--- src/rtl/apb_multi_slave_wrapper.sv ---
// APB subsystem: command-driven master FSM, address decoder, NUM_SLAVES register-file slaves
// with programmable wait states, and an erroring default slave for unmapped addresses.
module apb_multi_slave_wrapper #(
  parameter int unsigned ADDR_WIDTH     = 5,
  parameter int unsigned DATA_WIDTH     = 16,
  parameter int unsigned SLV_ADDR_WIDTH = 3,
  parameter int unsigned NUM_SLAVES     = 3,
  parameter int unsigned WAIT_STATES    = 1
) (
  input  logic                  pclk,
  input  logic                  preset_n,
  input  logic                  transfer,
  input  logic [ADDR_WIDTH-1:0] apb_paddr,
  input  logic [DATA_WIDTH-1:0] apb_pwdata,
  input  logic                  apb_control,
  output logic [DATA_WIDTH-1:0] apb_spwdata,
  output logic [DATA_WIDTH-1:0] apb_prdata,
  output logic                  apb_done,
  output logic                  apb_error
);

  localparam int unsigned SelWidth = ADDR_WIDTH - SLV_ADDR_WIDTH;
  localparam int unsigned Depth    = 2 ** SLV_ADDR_WIDTH;

  typedef enum logic [1:0] {StIdle, StSetup, StAccess} state_e;

  state_e                  state_q, state_d;
  logic [ADDR_WIDTH-1:0]   addr_q;
  logic [DATA_WIDTH-1:0]   wdata_q;
  logic                    write_q;
  logic [DATA_WIDTH-1:0]   mem_q [NUM_SLAVES][Depth];
  logic [3:0]              wait_cnt_q [NUM_SLAVES];

  logic [SelWidth-1:0]       sel;
  logic [SLV_ADDR_WIDTH-1:0] word;
  logic [NUM_SLAVES-1:0]     psel;
  logic                      psel_any;
  logic                      penable;
  logic                      pready;
  logic                      pslverr;
  logic [DATA_WIDTH-1:0]     prdata;
  logic                      capture;
  logic                      complete;

  assign sel      = addr_q[ADDR_WIDTH-1:SLV_ADDR_WIDTH];
  assign word     = addr_q[SLV_ADDR_WIDTH-1:0];
  assign psel_any = (state_q != StIdle);
  assign penable  = (state_q == StAccess);
  assign complete = penable & pready;
  assign capture  = transfer & ((state_q == StIdle) | complete);

  // Defaults describe the default slave: immediate ready, error, zero data.
  always_comb begin
    psel    = '0;
    pready  = 1'b1;
    pslverr = 1'b1;
    prdata  = '0;
    for (int i = 0; i < int'(NUM_SLAVES); i++) begin
      if (sel == SelWidth'(i)) begin
        psel[i] = psel_any;
        pready  = (wait_cnt_q[i] == 4'(WAIT_STATES));
        pslverr = 1'b0;
        prdata  = mem_q[i][word];
      end
    end
  end

  always_comb begin
    state_d = state_q;
    unique case (state_q)
      StIdle:   if (transfer) state_d = StSetup;
      StSetup:  state_d = StAccess;
      StAccess: if (pready) state_d = transfer ? StSetup : StIdle;
      default:  state_d = StIdle;
    endcase
  end

  always_ff @(posedge pclk or negedge preset_n) begin
    if (!preset_n) begin
      state_q     <= StIdle;
      addr_q      <= '0;
      wdata_q     <= '0;
      write_q     <= 1'b0;
      apb_spwdata <= '0;
      apb_prdata  <= '0;
      apb_done    <= 1'b0;
      apb_error   <= 1'b0;
    end else begin
      state_q  <= state_d;
      apb_done <= complete;
      if (capture) begin
        addr_q  <= apb_paddr;
        wdata_q <= apb_pwdata;
        write_q <= apb_control;
      end
      if (complete) begin
        apb_error <= pslverr;
        if (write_q && !pslverr) apb_spwdata <= wdata_q;
        if (!write_q)            apb_prdata  <= prdata;
      end
    end
  end

  always_ff @(posedge pclk or negedge preset_n) begin
    if (!preset_n) begin
      for (int i = 0; i < int'(NUM_SLAVES); i++) begin
        wait_cnt_q[i] <= '0;
        for (int j = 0; j < int'(Depth); j++) mem_q[i][j] <= '0;
      end
    end else begin
      for (int i = 0; i < int'(NUM_SLAVES); i++) begin
        if (state_q == StSetup) begin
          wait_cnt_q[i] <= '0;
        end else if (psel[i] && penable && !pready) begin
          wait_cnt_q[i] <= wait_cnt_q[i] + 4'd1;
        end
        if (psel[i] && penable && pready && write_q) mem_q[i][word] <= wdata_q;
      end
    end
  end

endmodule

--- config.mk ---
export PLATFORM = sky130hd
export DESIGN_NAME = apb_multi_slave_wrapper
export DESIGN_NICKNAME = d
export VERILOG_FILES = /design/src/rtl/apb_multi_slave_wrapper.sv
export SDC_FILE = /design/constraint.sdc
export NUM_CORES = 1
export LEC_CHECK = 0
export ABC_AREA = 0
export CAP_MARGIN = 30
export CELL_PAD_IN_SITES_DETAIL_PLACEMENT = 1
export CELL_PAD_IN_SITES_GLOBAL_PLACEMENT = 2
export CORE_MARGIN = 2
export CORE_UTILIZATION = 30
export CTS_CLUSTER_DIAMETER = 100
export DETAILED_ROUTE_END_ITERATION = 7
export PLACE_DENSITY = 0.57
export SLEW_MARGIN = 5
export SYNTH_ARGS = -nofsm -noshare
export SYNTH_HDL_FRONTEND = slang
export SYNTH_SLANG_ARGS = --single-unit
export TNS_END_PERCENT = 5
--- constraint.sdc ---
create_clock -name pclk -period 4.6 [get_ports pclk]
set_input_delay 0.92 -clock pclk [delete_from_list [all_inputs] [get_ports pclk]]
set_output_delay 0.92 -clock pclk [all_outputs]
set_load 0.03 [all_outputs]
### Word-level counts from Yosys, hierarchy flattened

Cells that the tools add are included.

* input port bits: 25
* output and inout bits: 34
* register bits: 454
* word-level logic and storage cells: 115

* mux-type cells: 36
* add/sub/neg operators: 3
* bitwise gates (word level): 5
* magnitude comparators: 2
* reductions and logical operators: 25
* equality and inequality tests: 9

Operators with widths (number)
* 128-bit bitwise mux: 3
* 16-bit 2-to-1 mux: 10
* 16-bit binary-select mux with 3-bit select: 3
* 16-bit demux with 3-bit select: 1
* 4-bit 2-to-1 mux: 6
* 1-bit logical AND: 14
* 4-bit by 1-bit adder with 4-bit output, second input constant: 3
* 4-bit by 1-bit == test with 1-bit output, second input constant: 3
* 1-bit 2-to-1 mux: 10
* 2-bit nonzero test: 4
* 2-bit one-hot mux with 3 select lines: 1
* 2-bit AND reduction: 3
* 2-bit by 1-bit == test with 1-bit output, second input constant: 2
* 2-bit == test, second input constant: 2
* 4-bit greater-or-equal comparator, second input constant: 1
* 2-bit zero test: 2
* 4-bit by 1-bit < comparator with 1-bit output, second input constant: 1
* 2-bit 2-to-1 mux: 2
* 3-bit inverter with 4-bit output: 1
* 1-bit bitwise AND: 2
* 1-bit zero test: 2
* 2-bit by 1-bit != test with 1-bit output, second input constant: 1
* 2-bit != test, second input constant: 1
* 1-bit inverter: 1
* 1-bit bitwise OR: 1

### Depth between registers and ports, before layout

Gate-level depths: netlist of the first run.

* depth after elaboration: 8
* mapped depth: 9
* depth with buffers taken out: 7

### Worst setup path after synthesis of the first run

OpenSTA, ideal clock, no wires.

* path kind: register to register
* start point: register wait_cnt_q[1] (netlist bit)
* end point: register apb_spwdata[10]
* path buffers: 1
* required time: 4.475 ns
* cell stages (with the launch flop): 8
* arrival: 2.203 ns
* library setup time: 0.125 ns
* period minus slack after synthesis: 2.327 ns
* path slack: 2.273 ns
* cell sequence: dfrtp_1 -> inv_1 -> ha_1 -> nor3b_1 -> a21oi_1 -> nor3b_2 -> buf_4 -> mux2_2

* longest elaborated chain between the ends: 4

RTL lines
* start: declaration: line 32 `logic [3:0] wait_cnt_q [NUM_SLAVES];`
* start signal: indexed assignment: line 115 `wait_cnt_q[i] <= wait_cnt_q[i] + 4'd1;`
* 4-bit by 1-bit == test with 1-bit output: line 61 `pready = (wait_cnt_q[i] == 4'(WAIT_STATES));`
* 1-bit 2-to-1 mux: line 59 `if (sel == SelWidth'(i)) begin`
* 1-bit bitwise AND: line 49 `assign complete = penable & pready;`
* 2-bit AND reduction (no source line)
* end signal: assignment: line 98 `if (write_q && !pslverr) apb_spwdata <= wdata_q;`
* end: declaration: line 16 `output logic [DATA_WIDTH-1:0] apb_spwdata,`

No other way between the ends.
A chain may end at the register's enable or synchronous reset.

### Worst setup path in the final report of the first run

* start point: register addr_q[1]
* end point: register mem_q[134] (netlist bit)

* longest elaborated chain between the ends: 6
* elaborated cells between the ends (all ways): 7
* those cells by class: 2 x order compare; 3 x mux; 1 x bitwise; 1 x reduce/logical

RTL lines
* start: declaration: line 28 `logic [ADDR_WIDTH-1:0] addr_q;`
* start signal: assignment: line 92 `addr_q <= apb_paddr;`
* 3-bit inverter with 4-bit output (not written as such) (*): line 117 `if (psel[i] && penable && pready && write_q) mem_q[i][word] <= wdata_q;`
* 4-bit greater-or-equal comparator (not written as such) / 4-bit by 1-bit < comparator with 1-bit output (equally long branches): line 117
* 1-bit logical AND (not written as such): line 117
* 16-bit 2-to-1 mux (not written as such): line 117
* 16-bit demux with 3-bit select (*): line 117
* 128-bit bitwise mux (*): line 117
* end signal: indexed assignment: line 117
* end: declaration: line 31 `logic [DATA_WIDTH-1:0] mem_q [NUM_SLAVES][Depth];`

Every way passes the cells marked *; elsewhere a longest branch is shown, timed or not.

==> results of run 1 <==
==> registers in the layout, summed over array words and instances (netlist names) <==
signal	count
apb_done	1
apb_spwdata	16
wdata_q	16
wait_cnt_q	12
mem_q	384
apb_error	1
addr_q	5
write_q	1
apb_prdata	16
state_q	2
==> report_power, final <==
group / internal (mW) / leakage, nW / switching [mW]
sequential: 5.38 / 6.18 / 1.40
combinational: 2.71 / 4.21 / 3.46
clock: 2.25 / 0.774 / 1.73
total: 10.3 / 11.2 / 6.59
==> cell usage in the layout (no fill, tap or decap), drive strengths merged, types with 5 or more instances in the layout <==
cell type        n
o22ai           14
clkbuf          83
mux2           457
a22oi           29
o22a             6
ha               6
a21oi           18
nand2b          10
clkdlybuf4s50   57
nor3            10
nor2b           10
nand2           39
buf             80
nand4            5
dfrtp          454
o221ai           5
inv             10
a221oi          42
mux4            21
nand3            7
nor2            47
o21ai           26
mux2i           49
xor2             6
a221o            9
a22o            10
a31oi            8
==> path summary, 6_finish.rpt <==
| check | slack (ns) | cells after the start | end | startpoint |
|---|---|---|---|---|
| worst max register to register | 1.24 | 5 | mem_q[134]$_DFFE_PN0P_ | addr_q[1]$_DFFE_PN0P_ |
| worst min register to register | 0.50 | 1 | mem_q[198]$_DFFE_PN0P_ | mem_q[198]$_DFFE_PN0P_ |
| max in group asynchronous | 3.14 | 2 | mem_q[120]$_DFFE_PN0P_ | preset_n |
| worst max-delay path | 1.24 | 5 | mem_q[134]$_DFFE_PN0P_ | addr_q[1]$_DFFE_PN0P_ |
| worst min-delay path | 0.32 | 1 | apb_spwdata[2]$_DFFE_PN0P_ | preset_n |
| min in group pclk | 0.50 | 1 | mem_q[198]$_DFFE_PN0P_ | mem_q[198]$_DFFE_PN0P_ |
==> final cells by class <==
class | instances | area [µm²] | share of cell area [%]
clock buffers | 82 | 1510 | 6.23
clock inverters | 7 | 75.1 | 0.309
inverters | 8 | 30.0 | 0.124
multi-input cells | 884 | 8660 | 35.7
flip-flops and latches | 454 | 11400 | 46.8
well taps | 882 | 1100 | 4.55
repair buffers | 138 | 1530 | 6.30
==> routing by layer <==
layer | part of all wire [%] | track usage, %
met4 | 2.0 | 4.86
met5 | 0 | 0
met1 | 47 | 28.9
met3 | 3.8 | 2.69
met2 | 47 | 32.5
==> logic make-up after synthesis <==
family / count (synthesis)
multiplexers: 527
flip-flops: 454
AO/OA/AOI/OAI: 200
AND/OR/NAND/NOR: 144
buffers and inverters: 127
XOR/XNOR: 7
adder cells (fa/ha/maj): 6
==> critical path, cell delays in order (launching register included) <==
cell	delay (ns)
dfrtp_4	0.81
and2_0	0.70
nand2_1	0.34
nor2_2	0.60
buf_4	0.40
mux2_2	0.38
==> flow_summary.ini, run 1 <==
[worst_setup_path]
cp_data_arrival_time_ns = 3.87
worstSetupPathType = reg -> reg
required_ns = 5.10
path_max_fanout = 36
startpoint_type = flop
critPathCaptureType = flop

[outcome]
status = finished, final reports clean

[yosys]
synth_xor_area_share_pct = 0.298
synth_commonest_cells = 457 x mux2_2, 454 x dfrtp_1, 49 x mux2i_1, 47 x clkbuf_1, 42 x a221oi_1
async_flop_share_pct = 100
synth_compound_area_share_pct = 7.36
netlist_area_mm2 = 0.0206
synth_area_leaders = dfrtp_1 55%, mux2_2 25%, mux2i_1 2.4%, mux4_2 2.3%, a221oi_1 1.8%
synth-simple-area-share_pct = 4.12
synth.net_count = 1496
avgSynthCellArea_um2 = 14.1
syn_inst = 1465
synth_top_cell_by_area = dfrtp_1
synth_cell_types = 63
yosys_most_used_dff = dfrtp_1
yosys.area.top_type_share_pct = 55.2
synth-edff-count = 0
yosysWarningCount = 0
yosysMostFrequentCell = mux2_2
ys_seq_area_share_pct = 55.2
ys_ff_latch = 454
synth.area.mux_share_pct = 29.7
synth_fa_ha_area_share_pct = 0.365
synth_top_family_by_area = multiplexers

[placed_design]
hpwlAfterDp_um = 45500
dp.cells = 2363
port_buffers = 58
gp_congestion = 0.794
dp_slack_ns = 1.19
placed_area_mm2 = 0.0227

[routing]
drt-initial-drc-count = 791
viasPerCell = 5.32
ant_nets = 0
vias = 13100
first_pass_iters = 5
wl_per_cell_um = 28.7
wl_um = 70300
drcViolationCount = 0

[grt]
grt.overflow.total = 0
grt_max_degree = 97
grt_pass1_wl_um = 104000
antenna_found_initial = 0
grt_pass1_vias = 14200
grt_usage_pct = 20.2

[cells_and_area]
drive_gt1_share_pct = 42.5
nNetsFinal = 1568
utilization_pct = 35.6
nFillCells = 7049
stdcell_count = 2455
area_growth_pct = 17.9
final_area_mm2 = 0.0243
antenna_cells = 0

[sta]
worst_slew_pin_slew_ns = 1.03
fin_skew_ns = 0.0218
slew_viol_final = 0
finalCritPeriodShare_pct = 73.1
hold-worst-slack_ns = 0.319
period_needed_ns = 3.36
max_freq_ghz = 0.298
slew_headroom_pct = 31.1
setup_slack_ns = 1.24
hold_viol_final = 0
tns_ns = 0
rsz0062_at_grt = no
setup_violations = 0

[floorplanning]
start_util_pct = 30.2
dieHeight_um = 266
ioPinCount = 59
fp-row-count = 96
die-area_mm2 = 0.0708
coreArea_mm2 = 0.0682
die_x_um = 266

[clock_tree]
clock-root-buffer = clkbuf_16
clock-sinks = 454
cts_resized = 0
numCtsBuffers = 51
cts_tree = yes
cts_setup_buffers = 0
cts_buffer_depth = 3
htree_levels = 2
insertion_delay_ns = 0.63
hold_buffers = 0
clk_pin_slew_worst_paths_ns = 0.06

[power]
total_power_mw = 16.9
peakVddDrop_mv = 0.430
power.density_mw_per_mm2 = 697
p_leak_nw = 11.2

[run]
maxCapViolations = 0

[worst_hold_path]
hold_path.class = in -> async
No activity file was read; power rests on OpenSTA's default activity.
==> inputs of run 2 (changes only) <==
clock period = 3.15 ns   (was 4.6 ns; I/O delays follow)
==> run 2 against run 1 <==
Against the previous run:
- power rose by 46%
- non-clock buffer count rose by 49
- maximum frequency rose by 19%
- largest power group unchanged
==> flow_summary.ini, run 2 (synthesized netlist as in run 1, its figures left out) <==
[worst_setup_path]
path_max_fanout = 9
reg2reg_depth = 9
worstSetupPathType = reg -> reg
cp_data_arrival_time_ns = 3.31
required_ns = 3.63
reg2reg_from = wait_cnt_q[5]$_DFFE_PN0P_
critPathCaptureType = flop
reg2reg_to = mem_q[83]$_DFFE_PN0P_
startpoint_type = flop
reg2reg_slack_ns = 0.32

[floorplanning]
dieHeight_um = 266
start_util_pct = 30.2
die_x_um = 266
die-area_mm2 = 0.0708
coreArea_mm2 = 0.0682
fp-row-count = 96
ioPinCount = 59

[routing]
viasPerCell = 5.26
wl_um = 68700
vias = 13200
ant_nets = 0
first_pass_iters = 5
drcViolationCount = 0
drt-initial-drc-count = 624
wl_per_cell_um = 27.4

[worst_hold_path]
hold_path.class = reg -> reg
hold-path-cell-count = 1
hold_end = mem_q[53]$_DFFE_PN0P_
holdCritStartpoint = mem_q[53]$_DFFE_PN0P_

[outcome]
status = finished, final reports clean

[cells_and_area]
mostFrequentLayoutCell = mux2_2
final_area_mm2 = 0.0248
utilization_pct = 36.3
antenna_cells = 0
largest_reg_flops = 384
regMostFlops = mem_q
area_growth_pct = 20.2
drive_gt1_share_pct = 44.0
nNetsFinal = 1618
layout_common_cells = 457 x mux2_2, 451 x dfrtp_1, 98 x buf_4

[sta]
slew_viol_final = 0
rsz0062_at_grt = no
fin_skew_ns = 0.0302
setup_violations = 0
hold_viol_final = 0
tns_ns = 0
max_freq_ghz = 0.353
slew_headroom_pct = 28.1
finalCritPeriodShare_pct = 89.9
worst_slew_pin_slew_ns = 1.08
period_needed_ns = 2.83

[grt]
grt_max_degree = 85
antenna_found_initial = 3
grt.overflow.total = 0
grt_usage_pct = 19.7
grt_pass1_wl_um = 103000
grt_pass1_vias = 14500

[placed_design]
hpwlAfterDp_um = 45500
port_buffers = 58
placed_area_mm2 = 0.0231
gp_congestion = 0.757

[clock_tree]
clock-root-buffer = clkbuf_16
cts_tree = yes
numCtsBuffers = 52
insertion_delay_ns = 0.62
htree_levels = 2
cts_buffer_depth = 3
clk_pin_slew_worst_paths_ns = 0.06
clock-sinks = 454

[run]
maxCapViolations = 0

[power]
switching_share_pct = 38.1
power.density_mw_per_mm2 = 1000
total_power_mw = 24.7
p_leak_nw = 11.4
peakVddDrop_mv = 0.513
p_switching_mw = 9.43
power_frac_seq_pct = 39.2
power.internal_mw = 15.3
combPwrFrac_pct = 37.5
clockPowerShare_pct = 23.3
run 2: final cells by class:
cell class,count,area (µm²)
fill,7061,43500
sequential,454,11400
multi-input combinational,884,8660
timing repair buffer,187,1990
clock buffer,86,1540
tap,882,1100
clock inverter,6,60.1
inverter,8,30.0
run 2: power groups by stage:
| stage | clock network (mW) | registers [mW] | logic, mW |
|---|---|---|---|
| after detailed placement | 0 | 9.95 | 9.08 |
| after global routing | 6.19 | 10.0 | 9.84 |
| after floorplan | 0 | 9.19 | 5.28 |
| after CTS | 5.96 | 9.86 | 9.11 |
| final | 5.77 | 9.70 | 9.27 |
| after global placement | 0 | 10.0 | 8.56 |
run 2: worst max path at each step:
stage	to	slack (ns)	startpoint
floorplan	apb_spwdata[10]$_DFFE_PN0P_	0.82	wait_cnt_q[1]$_DFFE_PN0P_
global placement	mem_q[80]$_DFFE_PN0P_	0.40	wait_cnt_q[5]$_DFFE_PN0P_
detailed placement	mem_q[83]$_DFFE_PN0P_	0.32	wait_cnt_q[5]$_DFFE_PN0P_
CTS	mem_q[83]$_DFFE_PN0P_	0.30	wait_cnt_q[5]$_DFFE_PN0P_
global route	mem_q[82]$_DFFE_PN0P_	0.21	wait_cnt_q[5]$_DFFE_PN0P_
finish	mem_q[83]$_DFFE_PN0P_	0.32	wait_cnt_q[5]$_DFFE_PN0P_
run 2: routing by layer:
metal | routed length (µm) | global-route usage (%) | vias up
met5 | 0 | 0 | -
met1 | 32900 | 28.0 | 7206
met3 | 1970 | 2.32 | 91
met2 | 32600 | 32.3 | 209
met4 | 1270 | 4.46 | 0
li1 | - | - | 5669
run 2: worst max-delay path, stage by stage (launching register included):
cell and delay [ns]:
dfrtp_1 0.41, inv_1 0.08, ha_1 0.14, nor3b_1 0.35, o22a_2 0.24, o211ai_4 0.11, buf_12 0.18, nor2_2 0.65
buf_12 0.22, mux2_2 0.33
run 2: metrics by stage:
stage	worst slack, ns	instances	hold WS (ns)
after floorplan	0.823	1465	0.334
after global placement	0.400	2406	0.484
after detailed placement	0.325	2411	0.492
after CTS	0.305	2504	0.506
after global routing	0.214	2507	0.510
final	0.318	2507	0.502
run 2: timing repair:
item,in CTS,in global routing
endpoints found under the hold margin,43,0
setup buffers,0,0
hold buffers,1,0
gates resized for setup,0,0
==> inputs of run 3 (changes only) <==
GPL_ROUTABILITY_DRIVEN = 0   (was not set)
==> results of run 3 <==
The final DEF is identical to that of run 2; final timing and power are the same.
